`config.mk`:
```
export PLATFORM = sky130hd
export DESIGN_NAME = collatz_seq_ctrl_flat
export DESIGN_NICKNAME = d
export VERILOG_FILES = /design/src/rtl/collatz_pkg.sv /design/src/rtl/collatz_seq_ctrl_if.sv /design/src/rtl/collatz_step_unit.sv /design/src/rtl/collatz_seq_ctrl.sv /design/src/flat_wrapper.sv
export SDC_FILE = /design/constraint.sdc
export NUM_CORES = 1
export LEC_CHECK = 0
export ABC_AREA = 1
export CAP_MARGIN = 20
export CORE_ASPECT_RATIO = 0.75
export CORE_MARGIN = 2
export CORE_UTILIZATION = 50
export CTS_CLUSTER_DIAMETER = 150
export CTS_CLUSTER_SIZE = 28
export DETAILED_ROUTE_END_ITERATION = 8
export PLACE_DENSITY = 0.75
export SLEW_MARGIN = 10
export SYNTH_ARGS = -nofsm -noshare
export SYNTH_HDL_FRONTEND = slang
export SYNTH_SLANG_ARGS = --single-unit
```
`constraint.sdc`:
```
create_clock -name clk -period 2.7 [get_ports clk]
set_clock_uncertainty 0.15 [all_clocks]
set_input_delay 0.27 -clock clk [delete_from_list [all_inputs] [get_ports clk]]
set_output_delay 0.27 -clock clk [all_outputs]
set_load 0.1 [all_outputs]
```
`src/rtl/collatz_pkg.sv`:
```
// Shared definitions for the Collatz sequencer: default sizes and controller states.
package collatz_pkg;

  localparam int unsigned DEF_WIDTH = 8;
  localparam int unsigned DEF_CNT_W = 8;

  // Controller states; plain constants so older tools can share this package.
  localparam logic [1:0] IDLE = 2'd0;
  localparam logic [1:0] RUN  = 2'd1;
  localparam logic [1:0] DONE = 2'd2;

endpackage

```
`src/rtl/collatz_seq_ctrl_if.sv`:
```
// Pin-side bundle of the Collatz sequencer: serial load, start, status and nibble readout.
interface collatz_seq_ctrl_if
  import collatz_pkg::*;
#(
  parameter int unsigned CNT_W = DEF_CNT_W
) ();

  logic             load_en;
  logic             load_bit;
  logic             start;
  logic             busy;
  logic             done;
  logic             zero_err;
  logic             ovf;
  logic             cnt_sat;
  logic [CNT_W-1:0] steps;
  logic [1:0]       nib_sel;
  logic [3:0]       out_nib;

  // Driver side (pins / bench).
  modport master (
    output load_en, load_bit, start, nib_sel,
    input  busy, done, zero_err, ovf, cnt_sat, steps, out_nib
  );

  // Sequencer side.
  modport slave (
    input  load_en, load_bit, start, nib_sel,
    output busy, done, zero_err, ovf, cnt_sat, steps, out_nib
  );

endinterface

```
`src/rtl/collatz_step_unit.sv`:
```
// Combinational Collatz step: x/2 for even x, 3x+1 for odd x, with overflow detect.
module collatz_step_unit
  import collatz_pkg::*;
#(
  parameter int unsigned WIDTH = DEF_WIDTH
) (
  input  logic [WIDTH-1:0] x,
  output logic [WIDTH-1:0] next_x,
  output logic             odd,
  output logic             ovf
);

  // 3x+1 needs two extra bits: 3*(2^W-1)+1 < 2^(W+2).
  logic [WIDTH+1:0] triple;

  // Compute both candidates and pick by parity.
  always_comb begin
    triple = {2'b00, x} + {1'b0, x, 1'b0} + (WIDTH+2)'(1);
    odd    = x[0];
    // Raw overflow of 3x+1; the controller only heeds it for odd x.
    ovf    = |triple[WIDTH+1:WIDTH];
    next_x = odd ? triple[WIDTH-1:0] : {1'b0, x[WIDTH-1:1]};
  end

endmodule

```
`src/rtl/collatz_seq_ctrl.sv`:
```
// Collatz sequencer: serial start-value load, run FSM, step counter and nibble readout.
module collatz_seq_ctrl
  import collatz_pkg::*;
#(
  parameter int unsigned WIDTH = DEF_WIDTH,
  parameter int unsigned CNT_W = DEF_CNT_W
) (
  input  logic               clk,
  input  logic               rst,
  collatz_seq_ctrl_if.slave  bus
);

  logic [1:0]       state_q, state_d;
  logic [WIDTH-1:0] shadow_q, shadow_d;
  logic [WIDTH-1:0] x_q, x_d;
  logic [CNT_W-1:0] steps_q, steps_d;
  logic             zero_err_q, zero_err_d;
  logic             ovf_q, ovf_d;
  logic             cnt_sat_q, cnt_sat_d;

  logic [WIDTH-1:0] step_next;
  logic             step_odd;
  logic             step_ovf;
  logic             can_load;
  logic             accept;
  logic [15:0]      steps_ext;

  collatz_step_unit #(
    .WIDTH (WIDTH)
  ) u_step (
    .x      (x_q),
    .next_x (step_next),
    .odd    (step_odd),
    .ovf    (step_ovf)
  );

  // Load and start are only honoured outside a run; load wins over start.
  always_comb begin
    can_load = (state_q == IDLE) || (state_q == DONE);
    accept   = can_load && bus.start && !bus.load_en;
  end

  // Next-state logic for the FSM, shadow shifter, running value, counter and flags.
  always_comb begin
    state_d    = state_q;
    shadow_d   = shadow_q;
    x_d        = x_q;
    steps_d    = steps_q;
    zero_err_d = zero_err_q;
    ovf_d      = ovf_q;
    cnt_sat_d  = cnt_sat_q;

    if (can_load && bus.load_en) begin
      shadow_d = {shadow_q[WIDTH-2:0], bus.load_bit};
    end

    case (state_q)
      IDLE, DONE: begin
        if (accept) begin
          state_d    = RUN;
          x_d        = shadow_q;
          steps_d    = '0;
          zero_err_d = 1'b0;
          ovf_d      = 1'b0;
          cnt_sat_d  = 1'b0;
        end
      end
      RUN: begin
        if (x_q == '0) begin
          state_d    = DONE;
          zero_err_d = 1'b1;
        end else if (x_q == WIDTH'(1)) begin
          state_d = DONE;
        end else if (&steps_q) begin
          state_d   = DONE;
          cnt_sat_d = 1'b1;
        end else if (step_odd && step_ovf) begin
          // x and steps keep the last representable value.
          state_d = DONE;
          ovf_d   = 1'b1;
        end else begin
          x_d     = step_next;
          steps_d = steps_q + CNT_W'(1);
        end
      end
      default: state_d = IDLE;
    endcase
  end

  // State registers; reset abandons any run in progress.
  always_ff @(posedge clk or posedge rst) begin
    if (rst) begin
      state_q    <= IDLE;
      shadow_q   <= '0;
      x_q        <= '0;
      steps_q    <= '0;
      zero_err_q <= 1'b0;
      ovf_q      <= 1'b0;
      cnt_sat_q  <= 1'b0;
    end else begin
      state_q    <= state_d;
      shadow_q   <= shadow_d;
      x_q        <= x_d;
      steps_q    <= steps_d;
      zero_err_q <= zero_err_d;
      ovf_q      <= ovf_d;
      cnt_sat_q  <= cnt_sat_d;
    end
  end

  // Status outputs and nibble readout; nibbles past CNT_W read as zero.
  always_comb begin
    steps_ext    = 16'(steps_q);
    bus.busy     = (state_q == RUN);
    bus.done     = (state_q == DONE);
    bus.zero_err = zero_err_q;
    bus.ovf      = ovf_q;
    bus.cnt_sat  = cnt_sat_q;
    bus.steps    = steps_q;
    bus.out_nib  = steps_ext[{bus.nib_sel, 2'b00} +: 4];
  end

endmodule

```
`src/flat_wrapper.sv`:
```
// flat-port wrapper written by rule: the top's interface ports become plain ports
module collatz_seq_ctrl_flat import collatz_pkg::*;
#(
  parameter int unsigned WIDTH = DEF_WIDTH,
  parameter int unsigned CNT_W = DEF_CNT_W
)
  (clk, rst, bus_load_en, bus_load_bit, bus_start, bus_nib_sel, bus_busy, bus_done, bus_zero_err, bus_ovf, bus_cnt_sat, bus_steps, bus_out_nib);
  collatz_seq_ctrl_if #(.CNT_W(CNT_W)) bus_i ();
  input  logic clk;
  input  logic rst;
  input wire logic [$bits(bus_i.load_en)-1:0] bus_load_en;
  input wire logic [$bits(bus_i.load_bit)-1:0] bus_load_bit;
  input wire logic [$bits(bus_i.start)-1:0] bus_start;
  input wire logic [$bits(bus_i.nib_sel)-1:0] bus_nib_sel;
  output wire logic [$bits(bus_i.busy)-1:0] bus_busy;
  output wire logic [$bits(bus_i.done)-1:0] bus_done;
  output wire logic [$bits(bus_i.zero_err)-1:0] bus_zero_err;
  output wire logic [$bits(bus_i.ovf)-1:0] bus_ovf;
  output wire logic [$bits(bus_i.cnt_sat)-1:0] bus_cnt_sat;
  output wire logic [$bits(bus_i.steps)-1:0] bus_steps;
  output wire logic [$bits(bus_i.out_nib)-1:0] bus_out_nib;
  assign bus_i.load_en = bus_load_en;
  assign bus_i.load_bit = bus_load_bit;
  assign bus_i.start = bus_start;
  assign bus_i.nib_sel = bus_nib_sel;
  assign bus_busy = bus_i.busy;
  assign bus_done = bus_i.done;
  assign bus_zero_err = bus_i.zero_err;
  assign bus_ovf = bus_i.ovf;
  assign bus_cnt_sat = bus_i.cnt_sat;
  assign bus_steps = bus_i.steps;
  assign bus_out_nib = bus_i.out_nib;
  collatz_seq_ctrl #(.WIDTH(WIDTH), .CNT_W(CNT_W)) u_core (.clk(clk), .rst(rst), .bus(bus_i));
endmodule
```
# Yosys cells after proc, flatten, opt, wreduce, memory -nomap -nowiden
# Index checks and enable logic that the tools add are counted.
# totals
reg_bits,29
# op_classes
n_shift,1
mux,31
addsub,3
n_reduce_logical,17
n_eq_ne,12
# ops
operator,n
8-bit two-way mux,11
8-bit case mux with 2 select lines,2
16-bit by 5-bit variable part select with 4-bit output,1
6-bit AND reduction,2
"10-bit by 1-bit adder with 10-bit output, second input constant",1
8-bit by 9-bit adder with 10-bit output,1
2-bit two-way mux,5
1-bit two-way mux,9
"8-bit by 1-bit adder with 8-bit output, second input constant",1
"8-bit by 1-bit == test with 1-bit output, second input constant",1
8-bit zero test,1
"2-bit by 1-bit != test with 1-bit output, second input constant",4
"2-bit != test, second input constant",4
8-bit AND reduction,1
1-bit case mux with 2 select lines,3
"5-bit by 1-bit != test with 1-bit output, second input constant",1
5-bit AND reduction,1
1-bit logical AND,4
2-bit case mux with 2 select lines,1
2-bit OR reduction,2
3-bit AND reduction,1
"2-bit by 1-bit == test with 1-bit output, second input constant",1
"2-bit == test, second input constant",1
2-bit zero test,1
4 further kinds,4

# Longest topological paths before layout
# Gate-level depths: netlist (run 1).
# logic_depth
ltp_word,9
ltp_mapped,17

# Cells and area by module
# Synthesis (run 1) repeated with hierarchy kept, for this count alone.
# hier_totals
cells_unflattened,329
area_unflattened_um2,2142.1
# modules_own_cells
mod,n_inst,cells_per_inst,area_per_inst_um2
collatz_seq_ctrl,1,218,1559.0
collatz_step_unit,1,111,583.1

# Worst setup path after synthesis (run 1)
# OpenSTA, ideal clock, no wires.
# synth_timing
kind,register to output
startpoint,"register u_core.steps_q[7], in the netlist u_core.bus.steps[7]"
endpoint,output port bus_out_nib[3]
stages_incl_launch_ff,3
required_time_ps,2280
path_slack_ps,-1303
t_arrival_ps,3583
n_path_buf,0
cell_sequence,dfrtp_1 clkinv_1 a211oi_1
# synth_via
elab_chain_len,1
# synth_rtl
element,line,source
"start, declared",collatz_seq_ctrl.sv:16,"logic [CNT_W-1:0] steps_q, steps_d;"
"start signal, assigned",collatz_seq_ctrl.sv:104,steps_q <= steps_d;
16-bit by 5-bit variable part select with 4-bit output,collatz_seq_ctrl.sv:120,"bus.out_nib = steps_ext[{bus.nib_sel, 2'b00} +: 4];"
"end, declared",flat_wrapper.sv:21,output wire logic [$bits(bus_i.out_nib)-1:0] bus_out_nib;
# Every way passes these cells.

==> results_dict.tcl, run 1 <==
set metrics [dict create \
    die_h_microns 59.5 \
    routed_via_density 5.18 \
    slowest_delay_ps 510 \
    pwr_density_cell_nw_per_um2 1210 \
    area_growth_syn_to_layout_pct 22.4 \
    fillCellCount 345 \
    cp_data_arrival_time_ps 2470 \
    p_sw_share_pct 52.3 \
    slew_violations 0 \
    ctsRootBufferMaster "clkbuf_8" \
    rrSetupSlack_ps 260 \
    synth_compound_area_share_pct 18.3 \
    worstSetupStartpointType "flop" \
    synth_area_leaders "dfrtp_1 35%, ha_1 10%, nand2_1 8.0%" \
    ant_nets 0 \
    holdWs_ps 204 \
    clkTransAtPathRegs_ps 70 \
    gp_congestion 0.893 \
    antenna_cells 0 \
    layout.nets 301 \
    design_area_sq_um 2510 \
    synth_commonest_cells "44 x nand2_1, 31 x inv_1, 29 x dfrtp_1, 18 x a21oi_1, 17 x ha_1" \
    yosys.area_share.adder_pct 11.3 \
    synth_nets 272 \
    grt_max_degree 30 \
    hold_viol_final 0 \
    path_max_fanout 21 \
    grt_first_pass_wirelength_microns 7550 \
    p_leak_nw 1.21 \
    grt_pass1_vias 1533 \
    ys_warn_count 0 \
    path_delay_family "simple AND/OR/NAND/NOR gates" \
    initial_utilization_pct 51.3 \
    ioPinCount 24 \
    p_int_w 0.00146 \
    period_needed_ps 2440 \
    cts_tree "yes" \
    yosysSeqAreaShare_pct 35.3 \
    cpMaxStageDelayCell "dfrtp_1" \
    yosysTopAreaCell "dfrtp_1" \
    htreeDepth 2 \
    timing.final.ws_setup_ps 256 \
    die_width_microns 78.0 \
    grt_use_total_pct 21.8 \
    row_count 20 \
    outcome "completed" \
    place_ws_ps 198 \
    synth_most_common_cell "nand2_1" \
    vdd_drop_max_v 0.000819 \
    drive_above_1_share_pct 25.6 \
    critical_path_buf_inv_count 1 \
    core-area_sq_um 4000 \
    drt_iter0_drc 157 \
    synth_cell_type_count 33 \
    slew_headroom_pct 63.9 \
    synth-xor-area-share_pct 3.84 \
    routed_wirelength_microns 4530 \
    antenna_found_initial 0 \
    avgRoutedWirePerCell_microns 13.6 \
    syn_area_per_cell_sq_um 8.31 \
    postCtsSetupBuffers 0 \
    worst_r2r_path_depth 14 \
    vias 1720 \
    synth_area_sq_um 2050 \
    overflow 0 \
    worstPathRequired_ps 2730 \
    fmax_mhz 409 \
    grt_setup_unrepaired "no" \
    dpl.hpwl_microns 3520 \
    combPwrFrac_pct 59.4 \
    maxCapViolCount 0 \
    p_seq_share_pct 24.8 \
    ys_async_sr_fraction_pct 100 \
    ys.flop_type "dfrtp_1" \
    drc 0 \
    ys_ff_latch 29 \
    path_cells "inv_1 > ha_1 > nand2_1 > nand2_1 > nand2_1 > nand2_1 > a21oi_2 > nand2_2 > nand2_4 > nand2_4 > nand2_8 > nand2_1 > nand2_1 > nand2_1" \
    cts_max_path_buffers 2 \
    clkPwrFrac_pct 15.8 \
    cts_made_buffers 5 \
    placed_area_sq_um 2380 \
    criticalPathCategory "reg -> reg" \
    hold_class "in -> async" \
    post-route-period-util_pct 90.5 \
    multi_input_area_sq_um 1180 \
    drt_first_pass_iters 4 \
    yosysTopAreaCellShare_pct 35.3 \
    synth.area.mux_share_pct 0 \
    finalSetupViolations 0 \
    utilization_pct 62.8 \
    register_area_sq_um 726 \
    tightest_slew_ps 540 \
    netSwitchingPower_w 0.00160 \
    synth-edff-count 0 \
    cp-end-kind "flop" \
    portBuffers 23 \
    cts.sinks 29 \
    syn-instance-count 247 \
    clock_latency_ps 290 \
    cpMostUsedCell "nand2_1" \
    die_area_sq_um 4640 \
    synthSimpleGateAreaFrac_pct 21.0 \
    synth_top_family_by_area "simple AND/OR/NAND/NOR gates" \
]
layout make-up:
class	count	share of cell area, %
clock buffers	6	3.29
clock inverters	2	1.49
inverters	37	5.53
multi-input cells	174	46.8
flip-flops and latches	29	28.9
well taps	55	2.74
repair buffers	29	11.2
registers in the layout (all words and copies together), names as in the netlist, named ones only:
name,count
u_core.state_q,2
u_core.shadow_q,8
u_core.x_q,7
u_core.bus.zero_err,1
u_core.bus.cnt_sat,1
u_core.bus.steps,8
u_core.bus.ovf,1
placed cells by master, fill, tap and decap left out, types with 3 or more instances in the layout:
cell and instances:
ha_1 17, nand2_2 9, xor2_1 6, a21oi_1 18, nand3_1 10, dfrtp_1 29, a211oi_4 4, nand2_1 44
buf_12 4, o21ai_0 14, xnor2_1 3, o22ai_2 5, nor2_1 16, a22oi_1 3, buf_4 19, inv_2 5
clkbuf_8 6, nor2_2 3, clkdlybuf4s50_1 6, inv_1 31, o21ai_2 7
through the flow:
stage	cells	total power (W)	setup TNS, ps
after floorplan	247	0.00220	-59.6
after global placement	324	0.00253	0
after detailed placement	324	0.00254	0
after CTS	332	0.00304	0
after global routing	332	0.00328	0
final	332	0.00305	0
power groups by stage:
stage | Clock, W | Sequential [W] | Combinational, W
6_report | 0.000481 | 0.000757 | 0.00182
5_1_grt | 0.000516 | 0.000777 | 0.00199
4_1_cts | 0.000485 | 0.000754 | 0.00180
3_5_place_dp | 0 | 0.000762 | 0.00178
3_3_place_gp | 0 | 0.000754 | 0.00177
2_1_floorplan | 0 | 0.000969 | 0.00123
logic make-up (layout without fill, tap and decap cells):
family | count (synthesis) | count (layout)
and+or+nand+nor | 90 | 90
AOI/OAI and AO/OA | 57 | 57
buffers and inverters | 44 | 74
DFF | 29 | 29
adders and majority gates | 18 | 18
xor gates and xnor gates | 9 | 9
layer usage:
| layer | vias to the layer above | GRT usage, % | wire (microns) |
|---|---|---|---|
| li1 | 855 | - | - |
| met1 | 809 | 35.1 | 2350 |
| met2 | 52 | 28.2 | 1830 |
| met3 | 4 | 6.40 | 317 |
| met4 | 0 | 4.51 | 34 |
| met5 | - | 0 | 0 |
tightest hold or removal path, delay by kind of cell:
family / cells / cell delay (ps)
buf+inv: 3 / 770
worst max-delay path by stage:
stage,start,end,depth (start not counted)
final,flop,flop,14
after global routing,u_core.x_q[2],flop,14
after CTS,flop,flop,14
after floorplan,u_core.bus.steps[7],bus_out_nib[3],2
after global placement,u_core.x_q[2],flop,14
after detailed placement,flop,flop,14
repair_timing:
action | in CTS | in global routing
endpoints found under the setup margin | 0 | 1
hold buffers | 0 | 0
gates resized for setup | 0 | 1
(Power assumes the default switching activity.)
==> run 2, diff against run 1 <==
- CTS_BUF_LIST: default -> sky130_fd_sc_hd__clkbuf_8
- CTS_CLUSTER_DIAMETER: 150 -> 80
==> results of run 2 <==
The final DEF is identical to that of run 1; final timing and power are the same.
==> run 3, diff against run 2 <==
- CORE_ASPECT_RATIO: 0.75 -> default
==> run 3 against run 2 <==
  * Critical path depth is the same
  * Global-route usage shrank 1.1 points
  * Routed wire length shrank 6.6%
  * Total power shrank 6.4%
  * Combinational power shrank 5%
  * Sequential power grew 2%
  * Worst hold slack gained 11 ps
  * Cell count shrank 2.7%
  * Worst setup slack lost 55 ps
  * Register-to-register slack lost 60 ps
  * Count of clock-buffer cells in the layout is the same
==> results_dict.tcl, run 3 (same netlist as run 1, synthesis figures left out) <==
set metrics [dict create \
    criticalPathCategory "reg -> reg" \
    area_growth_syn_to_layout_pct 19.0 \
    routed_via_density 5.08 \
    ioPinCount 24 \
    die_h_microns 68.1 \
    antenna_cells 0 \
    grt_first_pass_wirelength_microns 7000 \
    postCtsSetupBuffers 0 \
    drt_first_pass_iters 4 \
    die_width_microns 68.1 \
    post-route-period-util_pct 92.6 \
    initial_utilization_pct 51.7 \
    placed_area_sq_um 2360 \
    cts_tree "yes" \
    ctsHoldBuffers 0 \
    outcome "completed" \
    hold_class "in -> async" \
    dpl.hpwl_microns 3250 \
    place_ws_ps 233 \
    clock_latency_ps 280 \
    grt_pass1_vias 1553 \
    fmax_mhz 400 \
    die_area_sq_um 4630 \
    tightest_slew_ps 517 \
    finalSetupViolations 0 \
    avgRoutedWirePerCell_microns 13.1 \
    worstSetupStartpointType "flop" \
    htreeDepth 2 \
    gp_congestion 0.842 \
    core-area_sq_um 3970 \
    drt_iter0_drc 69 \
    p_leak_nw 1.18 \
    mostFrequentLayoutCells "44 x nand2_1, 32 x inv_1, 29 x dfrtp_1, 18 x a21oi_1, 17 x ha_1" \
    timing.final.ws_setup_ps 201 \
    vdd_drop_max_v 0.000719 \
    overflow 0 \
    clkTransAtPathRegs_ps 60 \
    slew_headroom_pct 65.4 \
    cts_resized 0 \
    path_max_fanout 21 \
    path_cells "inv_2 > ha_1 > nand2_1 > nand2_1 > nand2_1 > nand2_1 > a21oi_2 > nand2_2 > nand2_4 > nand2_4 > nand2_4 > nand2_1 > nand2_1 > nand2_1" \
    cts_max_path_buffers 2 \
    worstPathRequired_ps 2720 \
    slew_violations 0 \
    timing.rr.start "u_core.x_q[0]" \
    cts_made_buffers 5 \
    ant_nets 0 \
    grt_max_degree 30 \
    cp_data_arrival_time_ps 2520 \
    row_count 23 \
    cts.sinks 29 \
    cpMostUsedCell "nand2_1" \
    p_total_w 0.00286 \
    final_common_cell "nand2_1" \
    grt_setup_unrepaired "no" \
    drc 0 \
    hold_viol_final 0 \
    utilization_pct 61.5 \
    slowest_delay_ps 630 \
    cpMaxStageDelayCell "dfrtp_1" \
    design_area_sq_um 2440 \
    drive_above_1_share_pct 24.2 \
    layout.nets 298 \
    antenna_found_initial 0 \
    fillCellCount 337 \
    routed_wirelength_microns 4230 \
    period_needed_ps 2500 \
    vias 1640 \
    cp-end-kind "flop" \
    maxCapViolCount 0 \
    portBuffers 23 \
    grt_use_total_pct 20.7 \
    pwr_density_cell_nw_per_um2 1170 \
    ctsRootBufferMaster "clkbuf_8" \
    critPathLaunch "u_core.x_q[0]" \
]
[run 3: metrics by stage]
stage | cells | hold slack (ps) | setup TNS [ps]
after CTS | 323 | 223 | 0
after global placement | 316 | 317 | 0
after detailed placement | 316 | 326 | 0
after global routing | 323 | 245 | 0
after floorplan | 247 | 198 | -59.6
final | 323 | 215 | 0
[run 3: where the power goes]
| group | switching (W) | internal [W] |
|---|---|---|
| clock | 0.000155 | 0.000198 |
| sequential | 0.000178 | 0.000591 |
| combinational | 0.00120 | 0.000539 |
| total | 0.00153 | 0.00133 |
[run 3: path summary, 6_finish.rpt]
check,to,cells past startpoint,slack [ps]
worst max-delay path,flop,14,200
worst min-delay path,u_core.shadow_q[6],3,210
max in group asynchronous,u_core.bus.steps[0],3,1910
min in group clk,u_core.shadow_q[4],2,340
worst max register to register,flop,14,200
worst min register to register,u_core.shadow_q[4],2,340
[run 3: critical path, delay by kind of cell (launching register included)]
| kind | cells | cell delay, ps |
|---|---|---|
| simple gates | 11 | 1090 |
| flops | 1 | 630 |
| fa+ha+maj | 1 | 280 |
| compound gates | 1 | 160 |
| buf+inv | 1 | 70 |
[run 3: area by class of cell]
| cell class | instances | area [sq um] | share of cell area (%) |
|---|---|---|---|
| clock inverters | 1 | 3.75 | 0.154 |
| flip-flops and latches | 29 | 726 | 29.7 |
| inverters | 37 | 139 | 5.69 |
| multi-input cells | 174 | 1170 | 47.8 |
| clock buffers | 6 | 82.6 | 3.38 |
| well taps | 50 | 62.6 | 2.56 |
| repair buffers | 26 | 260 | 10.7 |
[run 3: per-layer routing]
layer  GRT usage [%]  routed length, microns  up-vias
li1                -                       -      848
met1            24.4                    1800      753
met2            36.9                    2210       31
met3            3.45                     139        8
met4            9.25                      84        0
met5               0                       0        -
